==> config.mk <==
export PLATFORM = sky130hd
export DESIGN_NAME = uart_ram_ctrl
export DESIGN_NICKNAME = d
export VERILOG_FILES = /design/src/rtl/uart_ram_pkg.sv /design/src/rtl/uart_byte.sv /design/src/rtl/uart_ram_ctrl.sv
export SDC_FILE = /design/constraint.sdc
export NUM_CORES = 2
export LEC_CHECK = 0
export CORE_MARGIN = 5
export CORE_UTILIZATION = 25
export CTS_CLUSTER_DIAMETER = 120
export DETAILED_ROUTE_END_ITERATION = 6
export DONT_BUFFER_PORTS = 1
export PLACE_DENSITY = 0.49
export SLEW_MARGIN = 20
export SYNTH_ARGS = -nofsm -noshare
export SYNTH_HDL_FRONTEND = slang
export SYNTH_SLANG_ARGS = --single-unit
==> constraint.sdc <==
create_clock -name clk -period 4 [get_ports clk]
set_input_delay 0.8 -clock clk [delete_from_list [all_inputs] [get_ports clk]]
set_output_delay 0.8 -clock clk [all_outputs]
set_load 0.05 [all_outputs]
==> src/rtl/uart_ram_pkg.sv <==
// Shared types and helpers for the UART-accessible RAM controller.
// Holds op codes, response bytes, FSM state encodings and byte-count sizing.
package uart_ram_pkg;

  typedef enum logic [1:0] {
    OP_NOP   = 2'b00,
    OP_WRITE = 2'b01,
    OP_READ  = 2'b10,
    OP_RSVD  = 2'b11
  } op_t;

  localparam logic [7:0] ACK_BYTE = 8'hA5;
  localparam logic [7:0] NAK_BYTE = 8'h5A;

  typedef enum logic [2:0] {
    ST_IDLE,
    ST_CMD,
    ST_ADDR,
    ST_WDATA,
    ST_WR,
    ST_ACK,
    ST_RD,
    ST_TXW
  } state_t;

  typedef enum logic [1:0] {
    BIT_IDLE,
    BIT_START,
    BIT_DATA,
    BIT_STOP
  } bit_state_t;

  // Number of whole bytes needed to carry a field of the given width.
  function automatic int nbytes(input int width);
    return (width + 7) / 8;
  endfunction

endpackage

==> src/rtl/uart_byte.sv <==
// 8N1 UART byte engines: a mid-bit sampling receiver with a 2-flop synchroniser
// and a transmitter with a valid/ready byte handshake.
module uart_byte
  import uart_ram_pkg::*;
#(
  parameter int CLKS_PER_BIT = 434
) (
  input  logic       clk,
  input  logic       rst,
  input  logic       rx,
  output logic [7:0] rx_data,
  output logic       rx_valid,
  output logic       rx_frame_err,
  output logic       rx_busy,
  input  logic [7:0] tx_data,
  input  logic       tx_valid,
  output logic       tx_ready,
  output logic       tx,
  output logic       tx_busy
);

  localparam int CW = $clog2(CLKS_PER_BIT);
  localparam logic [CW-1:0] HALF = CW'(CLKS_PER_BIT / 2 - 1);
  localparam logic [CW-1:0] FULL = CW'(CLKS_PER_BIT - 1);

  logic          rx_m, rx_s, rx_prev;
  bit_state_t    rx_state, rx_next;
  logic [CW-1:0] rx_cnt;
  logic [2:0]    rx_bit;
  logic [7:0]    rx_sh;
  logic          rx_tick;

  bit_state_t    tx_state, tx_next;
  logic [CW-1:0] tx_cnt;
  logic [2:0]    tx_bit;
  logic [7:0]    tx_sh;
  logic          tx_tick;

  always_ff @(posedge clk or posedge rst) begin
    if (rst) begin
      rx_m    <= 1'b1;
      rx_s    <= 1'b1;
      rx_prev <= 1'b1;
    end else begin
      rx_m    <= rx;
      rx_s    <= rx_m;
      rx_prev <= rx_s;
    end
  end

  // The start bit is timed to its midpoint; every later bit is one full period on.
  assign rx_tick = (rx_cnt == ((rx_state == BIT_START) ? HALF : FULL));

  always_ff @(posedge clk or posedge rst) begin
    if (rst) rx_state <= BIT_IDLE;
    else     rx_state <= rx_next;
  end

  always_comb begin
    rx_next = rx_state;
    case (rx_state)
      BIT_IDLE:  if (rx_prev && !rx_s) rx_next = BIT_START;
      BIT_START: if (rx_tick) rx_next = rx_s ? BIT_IDLE : BIT_DATA;
      BIT_DATA:  if (rx_tick && rx_bit == 3'd7) rx_next = BIT_STOP;
      BIT_STOP:  if (rx_tick) rx_next = BIT_IDLE;
      default:   rx_next = BIT_IDLE;
    endcase
  end

  always_ff @(posedge clk or posedge rst) begin
    if (rst) begin
      rx_cnt <= '0;
      rx_bit <= '0;
      rx_sh  <= '0;
    end else begin
      if (rx_state == BIT_IDLE || rx_tick) rx_cnt <= '0;
      else                                 rx_cnt <= rx_cnt + 1'b1;
      if (rx_state == BIT_IDLE) begin
        rx_bit <= '0;
      end else if (rx_state == BIT_DATA && rx_tick) begin
        rx_sh  <= {rx_s, rx_sh[7:1]};
        rx_bit <= rx_bit + 1'b1;
      end
    end
  end

  assign rx_data      = rx_sh;
  assign rx_valid     = (rx_state == BIT_STOP) && rx_tick && rx_s;
  assign rx_frame_err = (rx_state == BIT_STOP) && rx_tick && !rx_s;
  assign rx_busy      = (rx_state != BIT_IDLE);

  assign tx_tick = (tx_cnt == FULL);

  always_ff @(posedge clk or posedge rst) begin
    if (rst) tx_state <= BIT_IDLE;
    else     tx_state <= tx_next;
  end

  always_comb begin
    tx_next = tx_state;
    case (tx_state)
      BIT_IDLE:  if (tx_valid) tx_next = BIT_START;
      BIT_START: if (tx_tick) tx_next = BIT_DATA;
      BIT_DATA:  if (tx_tick && tx_bit == 3'd7) tx_next = BIT_STOP;
      BIT_STOP:  if (tx_tick) tx_next = BIT_IDLE;
      default:   tx_next = BIT_IDLE;
    endcase
  end

  // The line is registered so each bit changes exactly on a bit boundary.
  always_ff @(posedge clk or posedge rst) begin
    if (rst) begin
      tx     <= 1'b1;
      tx_cnt <= '0;
      tx_bit <= '0;
      tx_sh  <= '0;
    end else begin
      case (tx_state)
        BIT_IDLE: begin
          tx_cnt <= '0;
          tx_bit <= '0;
          if (tx_valid) begin
            tx_sh <= tx_data;
            tx    <= 1'b0;
          end else begin
            tx    <= 1'b1;
          end
        end
        BIT_START: begin
          if (tx_tick) begin
            tx_cnt <= '0;
            tx     <= tx_sh[0];
            tx_sh  <= {1'b0, tx_sh[7:1]};
          end else begin
            tx_cnt <= tx_cnt + 1'b1;
          end
        end
        BIT_DATA: begin
          if (tx_tick) begin
            tx_cnt <= '0;
            tx_bit <= tx_bit + 1'b1;
            tx     <= (tx_bit == 3'd7) ? 1'b1 : tx_sh[0];
            tx_sh  <= {1'b0, tx_sh[7:1]};
          end else begin
            tx_cnt <= tx_cnt + 1'b1;
          end
        end
        BIT_STOP: begin
          if (tx_tick) tx_cnt <= '0;
          else         tx_cnt <= tx_cnt + 1'b1;
        end
        default: tx <= 1'b1;
      endcase
    end
  end

  assign tx_ready = (tx_state == BIT_IDLE);
  assign tx_busy  = (tx_state != BIT_IDLE);

endmodule

==> src/rtl/uart_ram_ctrl.sv <==
// UART-accessible RAM with single/burst read and write commands, write protect,
// inter-byte timeout and sticky error LEDs.
module uart_ram_ctrl
  import uart_ram_pkg::*;
#(
  parameter int CLKS_PER_BIT = 434,
  parameter int DATA_W       = 8,
  parameter int ADDR_W       = 8,
  parameter int TIMEOUT_BITS = 64
) (
  input  logic       clk,
  input  logic       rst,
  input  logic       rx,
  output logic       tx,
  input  logic       wp,
  output logic [4:0] led
);

  localparam int NB  = nbytes(DATA_W);
  localparam int NA  = nbytes(ADDR_W);
  localparam int NB8 = NB * 8;
  localparam logic [1:0] NB_LAST = 2'(NB - 1);
  localparam logic [1:0] NA_LAST = 2'(NA - 1);
  localparam int TO_CYCLES = TIMEOUT_BITS * CLKS_PER_BIT;
  localparam int TW = $clog2(TO_CYCLES + 1);
  localparam logic [TW-1:0] TO_LAST = TW'(TO_CYCLES - 1);

  logic [7:0]        rx_data;
  logic              rx_valid, rx_frame_err, rx_busy;
  logic [7:0]        tx_byte;
  logic              tx_valid, tx_ready, tx_busy;

  state_t            state, next_state;
  op_t               cmd_op;
  logic [5:0]        word_cnt;
  logic [1:0]        byte_cnt;
  logic [ADDR_W-1:0] addr;
  logic [DATA_W-1:0] wdata;
  logic [NB8-1:0]    rd_sh;
  logic [DATA_W-1:0] mem [2**ADDR_W];
  logic [TW-1:0]     to_cnt;
  logic              waiting, to_expired, mem_we, blocked;
  logic              err_frame, err_to, err_wp;

  uart_byte #(.CLKS_PER_BIT(CLKS_PER_BIT)) u_byte (
    .clk          (clk),
    .rst          (rst),
    .rx           (rx),
    .rx_data      (rx_data),
    .rx_valid     (rx_valid),
    .rx_frame_err (rx_frame_err),
    .rx_busy      (rx_busy),
    .tx_data      (tx_byte),
    .tx_valid     (tx_valid),
    .tx_ready     (tx_ready),
    .tx           (tx),
    .tx_busy      (tx_busy)
  );

  // The timeout only runs while waiting for a start bit inside a command.
  assign waiting    = (state == ST_ADDR || state == ST_WDATA) && !rx_busy;
  assign to_expired = waiting && (to_cnt == TO_LAST);

  always_ff @(posedge clk or posedge rst) begin
    if (rst)          to_cnt <= '0;
    else if (waiting) to_cnt <= to_cnt + 1'b1;
    else              to_cnt <= '0;
  end

  always_ff @(posedge clk or posedge rst) begin
    if (rst) state <= ST_IDLE;
    else     state <= next_state;
  end

  always_comb begin
    next_state = state;
    tx_valid   = 1'b0;
    tx_byte    = 8'h00;
    mem_we     = 1'b0;
    case (state)
      ST_IDLE:  if (rx_valid) next_state = ST_CMD;
      ST_CMD:   next_state = (cmd_op == OP_WRITE || cmd_op == OP_READ) ? ST_ADDR : ST_IDLE;
      ST_ADDR: begin
        if (to_expired)
          next_state = ST_IDLE;
        else if (rx_valid && byte_cnt == NA_LAST)
          next_state = (cmd_op == OP_WRITE) ? ST_WDATA : ST_RD;
      end
      ST_WDATA: begin
        if (to_expired)
          next_state = ST_IDLE;
        else if (rx_valid && byte_cnt == NB_LAST)
          next_state = ST_WR;
      end
      ST_WR: begin
        mem_we     = !wp;
        next_state = (word_cnt == 6'd0) ? ST_ACK : ST_WDATA;
      end
      ST_ACK: begin
        tx_valid = 1'b1;
        tx_byte  = blocked ? NAK_BYTE : ACK_BYTE;
        if (tx_ready) next_state = ST_IDLE;
      end
      ST_RD:    next_state = ST_TXW;
      ST_TXW: begin
        tx_valid = 1'b1;
        tx_byte  = rd_sh[NB8-1 -: 8];
        if (tx_ready && byte_cnt == NB_LAST)
          next_state = (word_cnt == 6'd0) ? ST_IDLE : ST_RD;
      end
      default:  next_state = ST_IDLE;
    endcase
  end

  // Address and data fields arrive MSB-first, so shifting in bytes and keeping
  // the low bits naturally discards the unused upper bits.
  always_ff @(posedge clk or posedge rst) begin
    if (rst) begin
      cmd_op    <= OP_NOP;
      word_cnt  <= '0;
      byte_cnt  <= '0;
      addr      <= '0;
      wdata     <= '0;
      blocked   <= 1'b0;
      err_frame <= 1'b0;
      err_to    <= 1'b0;
      err_wp    <= 1'b0;
    end else begin
      case (state)
        ST_IDLE: begin
          byte_cnt <= '0;
          blocked  <= 1'b0;
          if (rx_valid) begin
            cmd_op   <= op_t'(rx_data[7:6]);
            word_cnt <= rx_data[5:0];
          end
        end
        ST_CMD: begin
          if (cmd_op == OP_NOP) begin
            err_frame <= 1'b0;
            err_to    <= 1'b0;
            err_wp    <= 1'b0;
          end
        end
        ST_ADDR: begin
          if (to_expired) begin
            err_to <= 1'b1;
          end else if (rx_valid) begin
            addr     <= ADDR_W'({addr, rx_data});
            byte_cnt <= (byte_cnt == NA_LAST) ? 2'd0 : byte_cnt + 1'b1;
          end
        end
        ST_WDATA: begin
          if (to_expired) begin
            err_to <= 1'b1;
          end else if (rx_valid) begin
            wdata    <= DATA_W'({wdata, rx_data});
            byte_cnt <= (byte_cnt == NB_LAST) ? 2'd0 : byte_cnt + 1'b1;
          end
        end
        ST_WR: begin
          addr     <= addr + 1'b1;
          word_cnt <= word_cnt - 1'b1;
          if (wp) begin
            blocked <= 1'b1;
            err_wp  <= 1'b1;
          end
        end
        ST_RD: begin
          addr     <= addr + 1'b1;
          byte_cnt <= '0;
        end
        ST_TXW: begin
          if (tx_ready) begin
            byte_cnt <= (byte_cnt == NB_LAST) ? 2'd0 : byte_cnt + 1'b1;
            if (byte_cnt == NB_LAST) word_cnt <= word_cnt - 1'b1;
          end
        end
        default: ;
      endcase
      if (rx_frame_err) err_frame <= 1'b1;
    end
  end

  // RAM contents deliberately survive reset, so this array has no reset branch.
  always_ff @(posedge clk) begin
    if (mem_we) mem[addr] <= wdata;
    if (state == ST_RD)
      rd_sh <= NB8'(mem[addr]);
    else if (state == ST_TXW && tx_ready)
      rd_sh <= rd_sh << 8;
  end

  assign led = {tx_busy, err_wp, err_to, err_frame, state != ST_IDLE};

endmodule
-- Yosys cells after proc, flatten, opt, wreduce, memory -nomap -nowiden
Memories as Yosys holds them, arrays and structs flattened.
Index checks and enable logic that the tools add are counted.
- memories: 1
- register bits after elaboration: 104
- logic and storage cells: 209
- input port bits: 4
- memory bits (writable): 2048
- output and inout port bits: 6
- equal/unequal tests: 44
- reductions and logical operators: 62
- bitwise gates (word level): 2
- multiplexer cells: 68
- $add $sub $neg: 8
- memory list (memory ; words ; width ; rd ports ; clocked after memory_dff ; wr ports ; RTL line ; source):
    mem ; 256 ; 8 ; 1 ; 0 ; 1 ; uart_ram_ctrl.sv:40 ; logic [DATA_W-1:0] mem [2**ADDR_W];
- operators with widths (operator ; number):
    2-to-1 mux 8 bit ; 7
    one-hot mux 8 bit (2 select lines) ; 3
    2-to-1 mux 3 bit ; 13
    2-to-1 mux 2 bit ; 14
    2-to-1 mux 9 bit ; 3
    one-hot mux 3 bit (8 select lines) ; 1
    nonzero test 2 bit ; 12
    inequality test 2 x 1 -> 1 bit (second input constant) ; 11
    inequality test 2 bit (second input constant) ; 11
    adder 9 x 1 -> 9 bit (second input constant) ; 2
    equality test 3 bit (second input constant) ; 6
    2-to-1 mux 6 bit ; 3
    one-hot mux 6 bit (3 select lines) ; 1
    one-hot mux 9 bit (2 select lines) ; 1
    AND reduction 3 bit ; 6
    one-hot mux 2 bit (4 select lines) ; 2
    AND reduction 4 bit ; 4
    adder 15 x 1 -> 15 bit (second input constant) ; 1
    equality test 15 bit (second input constant) ; 1
    2-to-1 mux 15 bit ; 1
    2-to-1 mux 1 bit ; 13
    logical AND 1 bit ; 12
    nonzero test 3 bit ; 4
    equality test 2 bit (second input constant) ; 5
    24 further kinds ; 47

-- Logic depth before layout (Yosys ltp)
- depth in word-level cells: 9
- mapped depth: 12
- mapped depth without buffers: 8

-- Hierarchy
Synthesis repeated with hierarchy kept, for this count alone.
- cell total of the unflattened synthesis: 4448
- area total of the unflattened synthesis: 85670.9 µm²
- modules (own cells, without submodules) (module ; cells an instance ; area each (µm²) ; seq. area each (µm²) ; times used):
    uart_ram_ctrl ; 4231 ; 83221.1 ; 62940.4 ; 1
    uart_byte ; 217 ; 2449.8 ; 1206.2 ; 1

-- Worst setup path before layout
OpenSTA, ideal clock, no wires.
- kind: register to register
- start point: reg wdata[0]
- end point: mem mem[0][0] (data pin)
- data required time: 3197 ps
- path buffers: 0
- stages on the path, launching flop included: 1
- setup slack: 16 ps
- data arrival time: 3181 ps
- period minus slack after synthesis: 3984 ps
- library setup time: 803 ps
- cell sequence: dfrtp_1
- RTL lines (what ; RTL line ; source):
    start, declared ; uart_ram_ctrl.sv:38 ; logic [DATA_W-1:0] wdata;
    start signal, assigned ; uart_ram_ctrl.sv:157 ; wdata <= DATA_W'({wdata, rx_data});
    end, declared ; uart_ram_ctrl.sv:40 ;
No word-level cell before the write port.

-- Worst setup path in the final report
- start point: reg addr[1]
- end point: reg rd_sh[2] (data pin)
- word-level cells in the longest chain between the ends: 2
- ends and longest elaborated chain (what ; RTL line ; source):
    start, declared ; uart_ram_ctrl.sv:37 ; logic [ADDR_W-1:0] addr;
    start signal, assigned ; uart_ram_ctrl.sv:149 ; addr <= ADDR_W'({addr, rx_data});
    start signal, assigned ; uart_ram_ctrl.sv:162 ; addr <= addr + 1'b1;
    start signal, assigned ; uart_ram_ctrl.sv:170 ; addr <= addr + 1'b1;
    memory (256 x 8 bit) ; - ;
    2-to-1 mux 8 bit ; uart_ram_ctrl.sv:188 ; if (state == ST_RD)
    end signal, assigned ; uart_ram_ctrl.sv:189 ; rd_sh <= NB8'(mem[addr]);
    end signal, assigned ; uart_ram_ctrl.sv:191 ; rd_sh <= rd_sh << 8;
    end, declared ; uart_ram_ctrl.sv:39 ; logic [NB8-1:0] rd_sh;
No other way between the ends.
A chain may end at the register's enable or synchronous reset.

==> impl_results.md <==
* Status: completed
* Clock latency on the worst-skew pair at 880 ps
* Hold Buf Count CTS at 2
* Starting DRT DRC Count at 4,309
* Max-cap viol count at 0
* Gpl congestion at 0.810
* Drt first pass iters at 6
* Fin util at 0.298
* Met2 wire len at 110,000 um
* First-pass GRT wire length at 334,000 um
* Slew Limit Fails at 0
* Synth Flop Type: edfxtp_1
* Worst vdd ir at 0.371 mV
* Largest stage delay, worst path at 750 ps
* CTS tree: yes
* Via count at 43,900
* Max Used Layer: met4
* CP max-delay cell: a2111oi_0
* Layout Skew at 83.4 ps
* IO buf count at 0
* # setup viols final at 0
* Count of different cell masters after synthesis at 73
* Min cycle time layout at 3710 ps
* Ys async rst share at 0.0446
* Crit start category: flip-flop
* Most Frequent Cell on Critical Path: buf_12
* FF+latch count, synth at 2,152
* Routed len/inst at 24.4 um
* Worst-Margin Slew at 1190 ps
* Vias per cell at 4.59
* Post-route ant nets at 0
* Unrepaired setup endpoints after global routing: no
* Final TNS setup at 0 ps
* Initial antenna violation count at 4
* Die X at 592 um
* Die area at 350,000 sq um
* Setup Fix Bufs, Post-CTS at 0
* Power Density at 447 nW/um^2
* NumNets Final at 4,866
* Synth-to-layout area growth at 18.4%
* Synthesized area at 84,600 sq um
* Sequential fraction of the synthesis area at 0.758
* Final Cycle Share at 0.928
* WP buf/inv at 3
* Core box area at 337,000 sq um
* Final WL at 233,000 um
* Top post-synthesis cells by area: edfxtp_1 (73%), mux4_2 (11%), dfrtp_1 (2.7%)
* Critical path's top delay family: compound AO/OA/AOI/OAI gates
* Max Fanout on Critical Path at 43
* Post-DP HPWL at 150,000 um
* Worst-path clk slew at 70 ps
* Vias in the first global route at 44,600
* Root buffer cell: clkbuf_16
* Row cnt at 213
* Pleak at 0.0356 uW
* CP arrival at 4310 ps
* Total Routing Usage GR at 0.130
* Fmax at 269 MHz
* Tightest Hold Check Type: input pin to flip-flop
* Detail Route met3 WL at 13,200 um
* Post-CTS Resized at 0
* Syn_nets at 4,452
* Max_slew headroom at 0.205
* Maximum root-to-sink buffer count at 3
* Synth warn at 0
* Synthesized instance count at 4,426
* Crit. End Element: flip-flop
* Leading area contributor after synthesis: edfxtp_1
* Hold Violations, Final at 0
* Req. time, crit path at 4600 ps
* Layout cell share with drive strength beyond 1 at 0.258
* M1 WL at 104,000 um
* Crit-path cells: buf_12 -> buf_12 -> mux4_2 -> a211oi_1 -> a21oi_1 -> a2111oi_0 -> buf_4 -> o311a_1 -> a311oi_1
* Avg Cell Area, Syn at 19.1 sq um
* Largest net degree at the start of global routing at 125
* GRT overflow at 0
* Post-synth EDFFs at 2,056
* Die height at 592 um
* CTS HTree Levels at 4
* Yosys top cell area share at 0.730
* Io pins at 10
* Setup CP Type: flip-flop to flip-flop
* Initial Util at 0.251
* Num CTS Buffers at 221
* Clock sinks at 2,152
* DR DRC count at 0
-- placed cells by master, fill, tap and decap left out, drive strengths merged, types with 13 or more instances in the layout --
master	n
clkbuf	274
nand4	24
a211oi	19
nand2	157
nand3	77
a31oi	20
xnor2	13
dfrtp	92
a22oi	81
o22ai	79
and2	17
mux2	77
inv	34
xor2	14
a2111oi	15
nor2	364
bufinv	19
mux2i	224
a221oi	16
edfxtp	2056
nor2b	28
buf	450
mux4	395
a21oi	118
ha	22
o21ai	72
nor3	23
clkinv	110
-- per-stage QoR --
stage	hold slack, ps	power [uW]	std cells	setup WS, ps	instance area, sq um
after floorplan	345	24900	4426	16.4	84600
after global placement	354	25000	9130	102	93000
after detailed placement	349	25000	9130	199	93000
after CTS	50.7	45300	9545	188	100000
after global routing	92.3	46300	9545	167	100000
final	113	44800	9546	288	100000
-- per-layer routing --
layer | global-route usage | vias to the layer above
met1 | 0.184 | 23400
met5 | 0 | -
met4 | 0.0314 | 0
li1 | - | 18800
met2 | 0.210 | 1323
met3 | 0.0217 | 308
-- final cells by class --
| cell class | instances | area [sq um] |
|---|---|---|
| Sequential cell | 2152 | 64200 |
| Tap cell | 4515 | 5650 |
| Antenna cell | 1 | 2.50 |
| Timing Repair Buffer | 452 | 3940 |
| Multi-Input combinational cell | 1985 | 19200 |
| Clock buffer | 274 | 5790 |
| Fill cell | 33100 | 237000 |
| Inverter | 28 | 108 |
| Clock inverter | 139 | 1390 |
-- power breakdown --
part           switching (uW)  total, uW  leakage (uW)  internal (uW)
Sequential               48.8      24400        0.0252          24300
Clock                    8810      20400       0.00352          11500
Combinational            56.6        101       0.00688           44.4
-- sequential cells by signal, summed over array words and instances, names as in the netlist, 6 cells and up, named ones only --
signal and flops:
u_byte.tx_sh 8, wdata 8, u_byte.rx_cnt 9, word_cnt 6, rd_sh 8, to_cnt 15
addr 8, u_byte.rx_data 8, u_byte.tx_cnt 9, mem 2048
-- cell families (layout without fill, tap and decap cells) --
kind of cell             after synthesis  count (layout)  synth area share
AO/OA/AOI/OAI                        491             491            0.0382
XOR/XNOR                              27              27           0.00279
adder cells (fa/ha/maj)               23              23           0.00337
buffers and inverters                289             893            0.0164
flip-flops                          2152            2152             0.758
multiplexers                         696             696             0.142
other                                  0               1                 0
AND/OR/NAND/NOR                      748             748            0.0393
-- Yosys cell counts, types with 12 or more instances --
cell type	n
mux4_2	395
nand4_1	23
a22oi_1	81
nor2_1	363
clkbuf_1	111
o21ai_0	72
a211oi_1	18
and2_1	15
buf_4	41
a21oi_1	118
nor2b_1	28
dfrtp_1	92
and3_1	12
xor2_1	14
a221oi_1	15
xnor2_1	13
a31oi_1	20
nor3_1	22
o22ai_1	79
nand2_1	157
mux2_2	77
ha_1	22
inv_1	26
edfxtp_1	2056
nand3_1	77
a2111oi_0	14
buf_2	91
mux2i_1	224
buf_1	13
-- path summary, 6_finish.rpt --
kind	cells after the start	end	slack, ps	start
min	2	blocked	110	wp
max in group asynchronous	3	addr[3]	2570	rst
max	9	rd_sh[2]	290	addr[1]
min in group asynchronous	2	to_cnt[14]	520	rst
min reg2reg	0	u_byte.rx_s	370	u_byte.rx_m
max reg2reg	9	rd_sh[2]	290	addr[1]
Power figures use the tool's default switching activity.
